[src/rtl/serial_word_tx_if.sv]
// Parallel-in / serial-out handshake bundle for serial_word_tx.
// The master modport is the word source; the slave modport is the transmitter.
interface serial_word_tx_if #(
  parameter int unsigned W = 6
);
  logic [W-1:0] din;
  logic         din_valid;
  logic         din_ready;
  logic         out;
  logic         out_valid;
  logic         word_done;
  logic [7:0]   words_sent;

  modport master (
    output din, din_valid,
    input  din_ready, out, out_valid, word_done, words_sent
  );

  modport slave (
    input  din, din_valid,
    output din_ready, out, out_valid, word_done, words_sent
  );
endinterface

[src/rtl/serial_word_tx.sv]
// Word-to-serial transmitter, MSB first, with a one-entry holding register
// so consecutive words leave back-to-back with no idle cycle.
module serial_word_tx #(
  parameter int unsigned W = 6
) (
  input  logic             clk,
  input  logic             reset,
  serial_word_tx_if.slave  bus
);

  localparam int unsigned CW = (W > 1) ? $clog2(W) : 1;
  localparam logic [CW-1:0] LAST = CW'(W - 1);

  typedef enum logic {
    IDLE  = 1'b0,
    SHIFT = 1'b1
  } state_t;

  state_t        state_q;
  logic [W-1:0]  sr_q;
  logic [W-1:0]  hold_q;
  logic [CW-1:0] cnt_q;
  logic          hold_full_q;
  logic [7:0]    words_sent_q;

  logic accept;
  logic shifting;
  logic last_bit;

  assign shifting = (state_q == SHIFT);
  assign last_bit = shifting && (cnt_q == LAST);
  assign accept   = bus.din_valid && !hold_full_q;

  assign bus.din_ready  = !hold_full_q;
  assign bus.out_valid  = shifting;
  assign bus.out        = shifting ? sr_q[W-1] : 1'b0;
  assign bus.word_done  = last_bit;
  assign bus.words_sent = words_sent_q;

  always_ff @(posedge clk or posedge reset) begin
    if (reset) begin
      state_q      <= IDLE;
      sr_q         <= '0;
      hold_q       <= '0;
      cnt_q        <= '0;
      hold_full_q  <= 1'b0;
      words_sent_q <= '0;
    end else begin
      if (last_bit) begin
        words_sent_q <= words_sent_q + 8'd1;
      end
      unique case (state_q)
        IDLE: begin
          if (accept) begin
            sr_q    <= bus.din;
            cnt_q   <= '0;
            state_q <= SHIFT;
          end
        end
        SHIFT: begin
          if (cnt_q != LAST) begin
            sr_q  <= {sr_q[W-2:0], 1'b0};
            cnt_q <= cnt_q + 1'b1;
            if (accept) begin
              hold_q      <= bus.din;
              hold_full_q <= 1'b1;
            end
          end else if (hold_full_q) begin
            // din_ready is low here, so no new word can race the hold transfer
            sr_q        <= hold_q;
            hold_full_q <= 1'b0;
            cnt_q       <= '0;
          end else if (accept) begin
            sr_q  <= bus.din;
            cnt_q <= '0;
          end else begin
            state_q <= IDLE;
          end
        end
        default: state_q <= IDLE;
      endcase
    end
  end

endmodule

[src/flat_wrapper.sv]
// flat-port wrapper written by rule: the top's interface ports become plain ports
module serial_word_tx_flat 
#(
  parameter int unsigned W = 6
)
  (clk, reset, bus_din, bus_din_valid, bus_din_ready, bus_out, bus_out_valid, bus_word_done, bus_words_sent);
  serial_word_tx_if #(.W(W)) bus_i ();
  input  logic clk;
  input  logic reset;
  input wire logic [$bits(bus_i.din)-1:0] bus_din;
  input wire logic [$bits(bus_i.din_valid)-1:0] bus_din_valid;
  output wire logic [$bits(bus_i.din_ready)-1:0] bus_din_ready;
  output wire logic [$bits(bus_i.out)-1:0] bus_out;
  output wire logic [$bits(bus_i.out_valid)-1:0] bus_out_valid;
  output wire logic [$bits(bus_i.word_done)-1:0] bus_word_done;
  output wire logic [$bits(bus_i.words_sent)-1:0] bus_words_sent;
  assign bus_i.din = bus_din;
  assign bus_i.din_valid = bus_din_valid;
  assign bus_din_ready = bus_i.din_ready;
  assign bus_out = bus_i.out;
  assign bus_out_valid = bus_i.out_valid;
  assign bus_word_done = bus_i.word_done;
  assign bus_words_sent = bus_i.words_sent;
  serial_word_tx #(.W(W)) u_core (.clk(clk), .reset(reset), .bus(bus_i));
endmodule
[config.mk]
export PLATFORM = sky130hd
export DESIGN_NAME = serial_word_tx_flat
export DESIGN_NICKNAME = d
export VERILOG_FILES = /design/src/rtl/serial_word_tx_if.sv /design/src/rtl/serial_word_tx.sv /design/src/flat_wrapper.sv
export SDC_FILE = /design/constraint.sdc
export NUM_CORES = 1
export LEC_CHECK = 0
export CORE_ASPECT_RATIO = 1.4
export CORE_MARGIN = 2
export CORE_UTILIZATION = 50
export CTS_BUF_LIST = sky130_fd_sc_hd__clkbuf_8
export DETAILED_ROUTE_END_ITERATION = 10
export PLACE_DENSITY = 0.8
export RECOVER_POWER = 25
export SLEW_MARGIN = 20
export SYNTH_ARGS = -nofsm -noshare
export SYNTH_HDL_FRONTEND = slang
export SYNTH_SLANG_ARGS = --single-unit
[constraint.sdc]
create_clock -name clk -period 1.8 [get_ports clk]
set_clock_uncertainty 0.1 [all_clocks]
set_input_delay 0.27 -clock clk [delete_from_list [all_inputs] [get_ports clk]]
set_output_delay 0.27 -clock clk [all_outputs]
set_load 0.05 [all_outputs]
Yosys cells after proc, flatten, opt, wreduce, memory -nomap -nowiden
Cells that the tools add are included.
{"block": "word_totals", "regBits": 25, "in_bits": 9, "out_inout_bits": 12}
{"block": "op_classes", "n_mux": 15, "n_reduce_logical": 5, "eq_ne": 3, "addsub": 2, "bitwise_logic": 1}
{"op": "$mux W6", "count": 3}
{"op": "$pmux W6 S2", "count": 1}
{"op": "$mux W3", "count": 3}
{"op": "$add A8 B1 Y8 const B", "count": 1}
{"op": "$mux W1", "count": 6}
{"op": "$pmux W3 S2", "count": 1}
{"op": "$add A3 B1 Y3 const B", "count": 1}
{"op": "$eq A3 B3 Y1 const B", "count": 1}
{"op": "$ne A3 B3 Y1 const B", "count": 1}
{"op": "$reduce_and A3 Y1", "count": 1}
{"op": "$logic_and A1 B1 Y1", "count": 2}
{"op": "$ne A2 B1 Y1 const B", "count": 1}
{"op": "$pmux W1 S2", "count": 1}
{"op": "$reduce_and A2 Y1", "count": 1}
{"op": "$logic_not A1 Y1", "count": 1}
{"op": "$not A1 Y1", "count": 1}

Depth between registers and ports, before layout
Gate-level depths: netlist of run 1.
{"block": "logic_depth", "ltp_word": 6, "mapped_depth": 7, "ltp_nobuf": 6}

Worst setup path before layout of run 1
Ideal clock, no wire load.
{"block": "synth_path", "path_type": "reg2out", "from": "reg u_core.state_q (netlist: u_core.bus.out_valid)", "to": "out bus_out", "arrival_ps": 1509, "path_slack_ps": -79, "stages_incl_launch_ff": 4, "path_buffers": 2, "t_required_ps": 1430, "cell_sequence": "dfrtp_1 > buf_4 > buf_2 > and2_1"}
{"block": "synth_via", "elab_chain_cells": 1}
{"item": "start: declaration", "line": "serial_word_tx.sv:19", "source": "state_t state_q;"}
{"item": "start signal: assignment", "line": "serial_word_tx.sv:42", "source": "state_q <= IDLE;"}
{"item": "start signal: assignment", "line": "serial_word_tx.sv:57", "source": "state_q <= SHIFT;"}
{"item": "start signal: assignment", "line": "serial_word_tx.sv:77", "source": "state_q <= IDLE;"}
{"item": "$mux W1", "line": "serial_word_tx.sv:36", "source": "assign bus.out = shifting ? sr_q[W-1] : 1'b0;"}
{"item": "end: declaration", "line": "flat_wrapper.sv:13", "source": "output wire logic [$bits(bus_i.out)-1:0] bus_out;"}
Every way passes these cells.

Worst setup path after layout of run 1
Ends and elaborated chain as after synthesis.

==> impl_metrics.xml, run 1 <==
<?xml version="1.0" encoding="UTF-8"?>
<metrics>
  <group name="global_routing">
    <metric name="overflow" unit="">0</metric>
    <metric name="grt_first_pass_wirelength" unit="microns">3939</metric>
    <metric name="number_of_antenna_violations_at_the_first_check_in_global_routing" unit="">0</metric>
    <metric name="largest_net_degree_at_the_start_of_global_routing" unit="">26</metric>
    <metric name="first_global_vias" unit="">854</metric>
    <metric name="track_usage" unit="%">18.40</metric>
  </group>
  <group name="timing">
    <metric name="totalNegativeSetupSlack" unit="ns">0</metric>
    <metric name="fmax" unit="GHz">0.5809</metric>
    <metric name="worst_slew_margin_rel" unit="%">58.68</metric>
    <metric name="drv_slew" unit="">0</metric>
    <metric name="fin_crit" unit="ns">1.722</metric>
    <metric name="final_critical_path_setup_slack" unit="ns">0.07840</metric>
    <metric name="grt_setup_unrepaired" unit="">no</metric>
    <metric name="tightest_slew" unit="ns">0.6198</metric>
    <metric name="final-setup-viol-count" unit="">0</metric>
    <metric name="finalHoldViolCount" unit="">0</metric>
    <metric name="finalCritPeriodShare" unit="%">95.64</metric>
  </group>
  <group name="hold_path">
    <metric name="worst_hold_path.num_cells" unit="">1</metric>
    <metric name="hold-path-endpoint" unit="">u_core.bus.words_sent[7]$_DFFE_PP0P_</metric>
    <metric name="hp-start" unit="">u_core.bus.words_sent[7]$_DFFE_PP0P_</metric>
    <metric name="worstHoldPathType" unit="">reg -&gt; reg</metric>
  </group>
  <group name="power_and_ir_drop">
    <metric name="power_density" unit="nW/um^2">1816</metric>
    <metric name="switch_share" unit="%">42.13</metric>
    <metric name="p_leak" unit="nW">0.7121</metric>
    <metric name="net-switching-power" unit="mW">1.181</metric>
    <metric name="max-vdd-ir-drop" unit="uV">889.3</metric>
    <metric name="power.internal" unit="mW">1.623</metric>
    <metric name="combinationalPowerShare" unit="%">51.9</metric>
    <metric name="power.share.sequential" unit="%">36.3</metric>
    <metric name="power.share.clock" unit="%">11.8</metric>
  </group>
  <group name="worst_setup_path">
    <metric name="rr_worst_depth" unit="">5</metric>
    <metric name="end_kind" unit="">output port</metric>
    <metric name="worst-endpoint-arrival" unit="ns">1.35</metric>
    <metric name="worst-endpoint-required" unit="ns">1.43</metric>
    <metric name="cp_max_fo" unit="">15</metric>
    <metric name="capture_point_of_the_worst_reg_to_reg_path" unit="">u_core.hold_q[4]$_DFFE_PP0P_</metric>
    <metric name="path_type_of_the_worst_setup_path" unit="">reg -&gt; out</metric>
    <metric name="startpoint_type" unit="">register</metric>
    <metric name="worst_r2r_startpoint" unit="">u_core.cnt_q[0]$_DFF_PP0_</metric>
    <metric name="critical_path.startpoint" unit="">u_core.bus.out_valid$_DFF_PP0_</metric>
    <metric name="reg2reg_setup_slack" unit="ns">0.09</metric>
  </group>
  <group name="routing">
    <metric name="vias" unit="">890</metric>
    <metric name="detailedRoute.firstIterationViolations" unit="">28</metric>
    <metric name="drt_first_pass_iters" unit="">4</metric>
    <metric name="routedWlPerCell" unit="microns">15.74</metric>
    <metric name="antenna_left" unit="">0</metric>
    <metric name="post-route-drc-count" unit="">0</metric>
    <metric name="routed_wirelength" unit="microns">2440</metric>
    <metric name="via_density" unit="">5.742</metric>
  </group>
  <group name="floorplanning">
    <metric name="start_util" unit="%">51.59</metric>
    <metric name="fp-row-count" unit="">21</metric>
    <metric name="boundaryPins" unit="">21</metric>
    <metric name="dieWidth" unit="microns">45.75</metric>
    <metric name="die_y" unit="microns">62.45</metric>
    <metric name="die_area" unit="sq um">2857</metric>
    <metric name="floorplan.core_area" unit="sq um">2365</metric>
  </group>
  <group name="placed_design">
    <metric name="place_ws" unit="ns">0.01799</metric>
    <metric name="number_of_input_and_output_port_buffers_inserted" unit="">20</metric>
    <metric name="detailedPlacementHpwl" unit="microns">1806</metric>
    <metric name="finalWeightedCongestion" unit="">0.7729</metric>
  </group>
  <group name="cells_and_area">
    <metric name="antenna-diode-count" unit="">0</metric>
    <metric name="area_delta_synth_final" unit="%">26.56</metric>
    <metric name="drive_gt1_share" unit="%">30.30</metric>
    <metric name="nNetsFinal" unit="">145</metric>
    <metric name="num-fill-cells" unit="">169</metric>
  </group>
  <group name="logic_synthesis">
    <metric name="synth.yosys.seq_area_share" unit="%">51.28</metric>
    <metric name="mappedNetlistArea" unit="sq um">1220</metric>
    <metric name="post-synth-top-area-fraction" unit="%">51.28</metric>
    <metric name="synthesis.area_per_instance" unit="sq um">11.51</metric>
    <metric name="warnings_synthesis" unit="">0</metric>
    <metric name="synthArstFlopShare" unit="%">100.0</metric>
    <metric name="most_frequent_cell_after_synthesis" unit="">sky130_fd_sc_hd__dfrtp_1</metric>
    <metric name="synth_common_cells" unit="">25 x sky130_fd_sc_hd__dfrtp_1, 20 x sky130_fd_sc_hd__nand2_1, 7 x sky130_fd_sc_hd__mux2_4, 6 x sky130_fd_sc_hd__o22ai_1, 5 x sky130_fd_sc_hd__a32oi_1</metric>
    <metric name="edff_count_synth" unit="">0</metric>
    <metric name="synth_area_leader_cell" unit="">sky130_fd_sc_hd__dfrtp_1</metric>
    <metric name="synth_flop_cell" unit="">sky130_fd_sc_hd__dfrtp_1</metric>
    <metric name="ys_seq_elements" unit="">25</metric>
    <metric name="mappedNetlistNets" unit="">118</metric>
    <metric name="syn_inst" unit="">106</metric>
    <metric name="post_synth_main_area_contributors" unit="">sky130_fd_sc_hd__dfrtp_1 51%, sky130_fd_sc_hd__mux2_4 8.6%, sky130_fd_sc_hd__nand2_1 6.2%, sky130_fd_sc_hd__a32oi_1 3.6%, sky130_fd_sc_hd__ha_1 3.1%</metric>
    <metric name="synth.lib_cells_used.distinct" unit="">29</metric>
  </group>
  <group name="run">
    <metric name="max_cap_violations" unit="">0</metric>
  </group>
  <group name="status">
    <metric name="run_status" unit="">finished clean</metric>
  </group>
  <group name="clocking">
    <metric name="tritoncts" unit="">yes</metric>
    <metric name="cts_max_path_buffers" unit="">2</metric>
    <metric name="htree_levels" unit="">1</metric>
    <metric name="number_of_cts_inserted_buffers" unit="">3</metric>
    <metric name="cts_root_buffer" unit="">sky130_fd_sc_hd__clkbuf_8</metric>
    <metric name="clk_latency" unit="ns">0.26</metric>
    <metric name="number_of_clock_sinks" unit="">25</metric>
    <metric name="worst_setup_hold_path_clk_slew" unit="ns">0.09</metric>
  </group>
</metrics>
-- flip-flops by register name (all words and copies together), names as in the netlist --
name,cells
u_core.bus.words_sent,8
u_core.cnt_q,3
u_core.sr_q,6
u_core.hold_q,6
u_core.bus.out_valid,1
u_core.hold_full_q,1
-- per-layer routing --
metal / GRT usage [%] / up-vias / wire (microns) / share of wire [%]
met1: 24.67 / 424 / 1064 / 44
met2: 29.58 / 37 / 1213 / 50
li1: - / 423 / - / -
met4: 6.429 / 0 / 55 / 2.3
met3: 2.601 / 6 / 106 / 4.3
met5: 0 / - / 0 / 0
-- stage by stage --
step	total power [mW]	std cells	hold slack (ns)	cell area (sq um)	utilization [%]
detailed placement	2.417	149	0.3717	1469	62.12
global route	2.975	155	0.4033	1544	65.29
CTS	2.793	154	0.2465	1538	65.03
finish	2.804	155	0.3836	1544	65.29
floorplan	1.969	106	0.1973	1221	-
global placement	2.357	149	0.3652	1469	62.12
-- power by group through the flow --
stage | Clock, mW | Sequential [mW] | Combinational [mW]
global placement | 0 | 0.990 | 1.37
global route | 0.373 | 1.04 | 1.56
finish | 0.332 | 1.02 | 1.46
floorplan | 0 | 1.13 | 0.837
CTS | 0.339 | 1.00 | 1.45
detailed placement | 0 | 1.00 | 1.42
-- kinds of logic after synthesis --
group | count (synthesis) | synth area share [%]
AO/OA/AOI/OAI | 19 | 11.18
XOR/XNOR | 7 | 5.026
adder cells (fa/ha/maj) | 3 | 3.077
buffers and inverters | 8 | 3.794
flip-flops | 25 | 51.28
multiplexers | 8 | 9.436
AND/OR/NAND/NOR | 36 | 16.21
-- what timing repair did --
action,CTS,global route
hold endpoints to repair,0,0
setup buffers,1,1
gates resized for setup,3,2
endpoints found under the setup margin,1,1
cloned,0,0
hold buffers,0,0
-- placed cells by master (no fill, tap or decap), types with 2 or more instances in the layout --
cell type,count
sky130_fd_sc_hd__clkbuf_8,3
sky130_fd_sc_hd__xor2_1,4
sky130_fd_sc_hd__inv_1,2
sky130_fd_sc_hd__dfrtp_1,24
sky130_fd_sc_hd__ha_1,2
sky130_fd_sc_hd__o22ai_1,6
sky130_fd_sc_hd__buf_12,4
sky130_fd_sc_hd__xnor2_1,3
sky130_fd_sc_hd__nor2_1,2
sky130_fd_sc_hd__a32oi_1,5
sky130_fd_sc_hd__o21ai_0,4
sky130_fd_sc_hd__mux2_4,7
sky130_fd_sc_hd__nand2_1,20
sky130_fd_sc_hd__clkdlybuf4s50_1,7
sky130_fd_sc_hd__buf_4,13
sky130_fd_sc_hd__nand3_1,4
sky130_fd_sc_hd__inv_2,2
-- worst max-delay path: stages (launching register included) --
cell	delay, ns
sky130_fd_sc_hd__dfrtp_1	0.46
sky130_fd_sc_hd__buf_4	0.28
sky130_fd_sc_hd__and2_2	0.21
sky130_fd_sc_hd__buf_12	0.13
-- worst max-delay path by stage --
stage                                    to  slack, ns  depth (start not counted)
3_3_place_gp   u_core.hold_q[5]$_DFFE_PP0P_       0.07                          4
6_report                            bus_out       0.08                          3
4_1_cts                       bus_word_done       0.05                          5
3_5_place_dp   u_core.hold_q[0]$_DFFE_PP0P_       0.02                          4
5_1_grt                             bus_out      0.009                          3
2_1_floorplan                       bus_out       0.05                          3
-- cell type report --
cell class	count	area, sq um	share of cell area [%]
timing repair buffer	26	262.8	17.02
tap	23	28.78	1.864
clock inverter	1	7.507	0.4862
clock buffer	3	41.29	2.674
sequential	25	626.9	40.60
inverter	4	15.01	0.9724
multi-input combinational	73	561.8	36.39
Power figures use the tool's default switching activity.
==> inputs of run 2 (changes only) <==
--- a/config.mk
+++ b/config.mk
@@ -9,6 +9,7 @@
 export CORE_MARGIN = 2
 export CORE_UTILIZATION = 50
 export CTS_BUF_LIST = sky130_fd_sc_hd__clkbuf_8
+export CTS_CLUSTER_DIAMETER = 200
 export DETAILED_ROUTE_END_ITERATION = 10
 export PLACE_DENSITY = 0.8
 export RECOVER_POWER = 25
==> results of run 2 <==
The final DEF is identical to that of run 1; final timing and power are the same.
==> inputs of run 3 (changes only) <==
--- a/config.mk
+++ b/config.mk
@@ -10,6 +10,7 @@
 export CORE_UTILIZATION = 50
 export CTS_BUF_LIST = sky130_fd_sc_hd__clkbuf_8
 export CTS_CLUSTER_DIAMETER = 200
+export CTS_CLUSTER_SIZE = 25
 export DETAILED_ROUTE_END_ITERATION = 10
 export PLACE_DENSITY = 0.8
 export RECOVER_POWER = 25
==> results of run 3 <==
The final DEF is identical to that of run 1; final timing and power are the same.
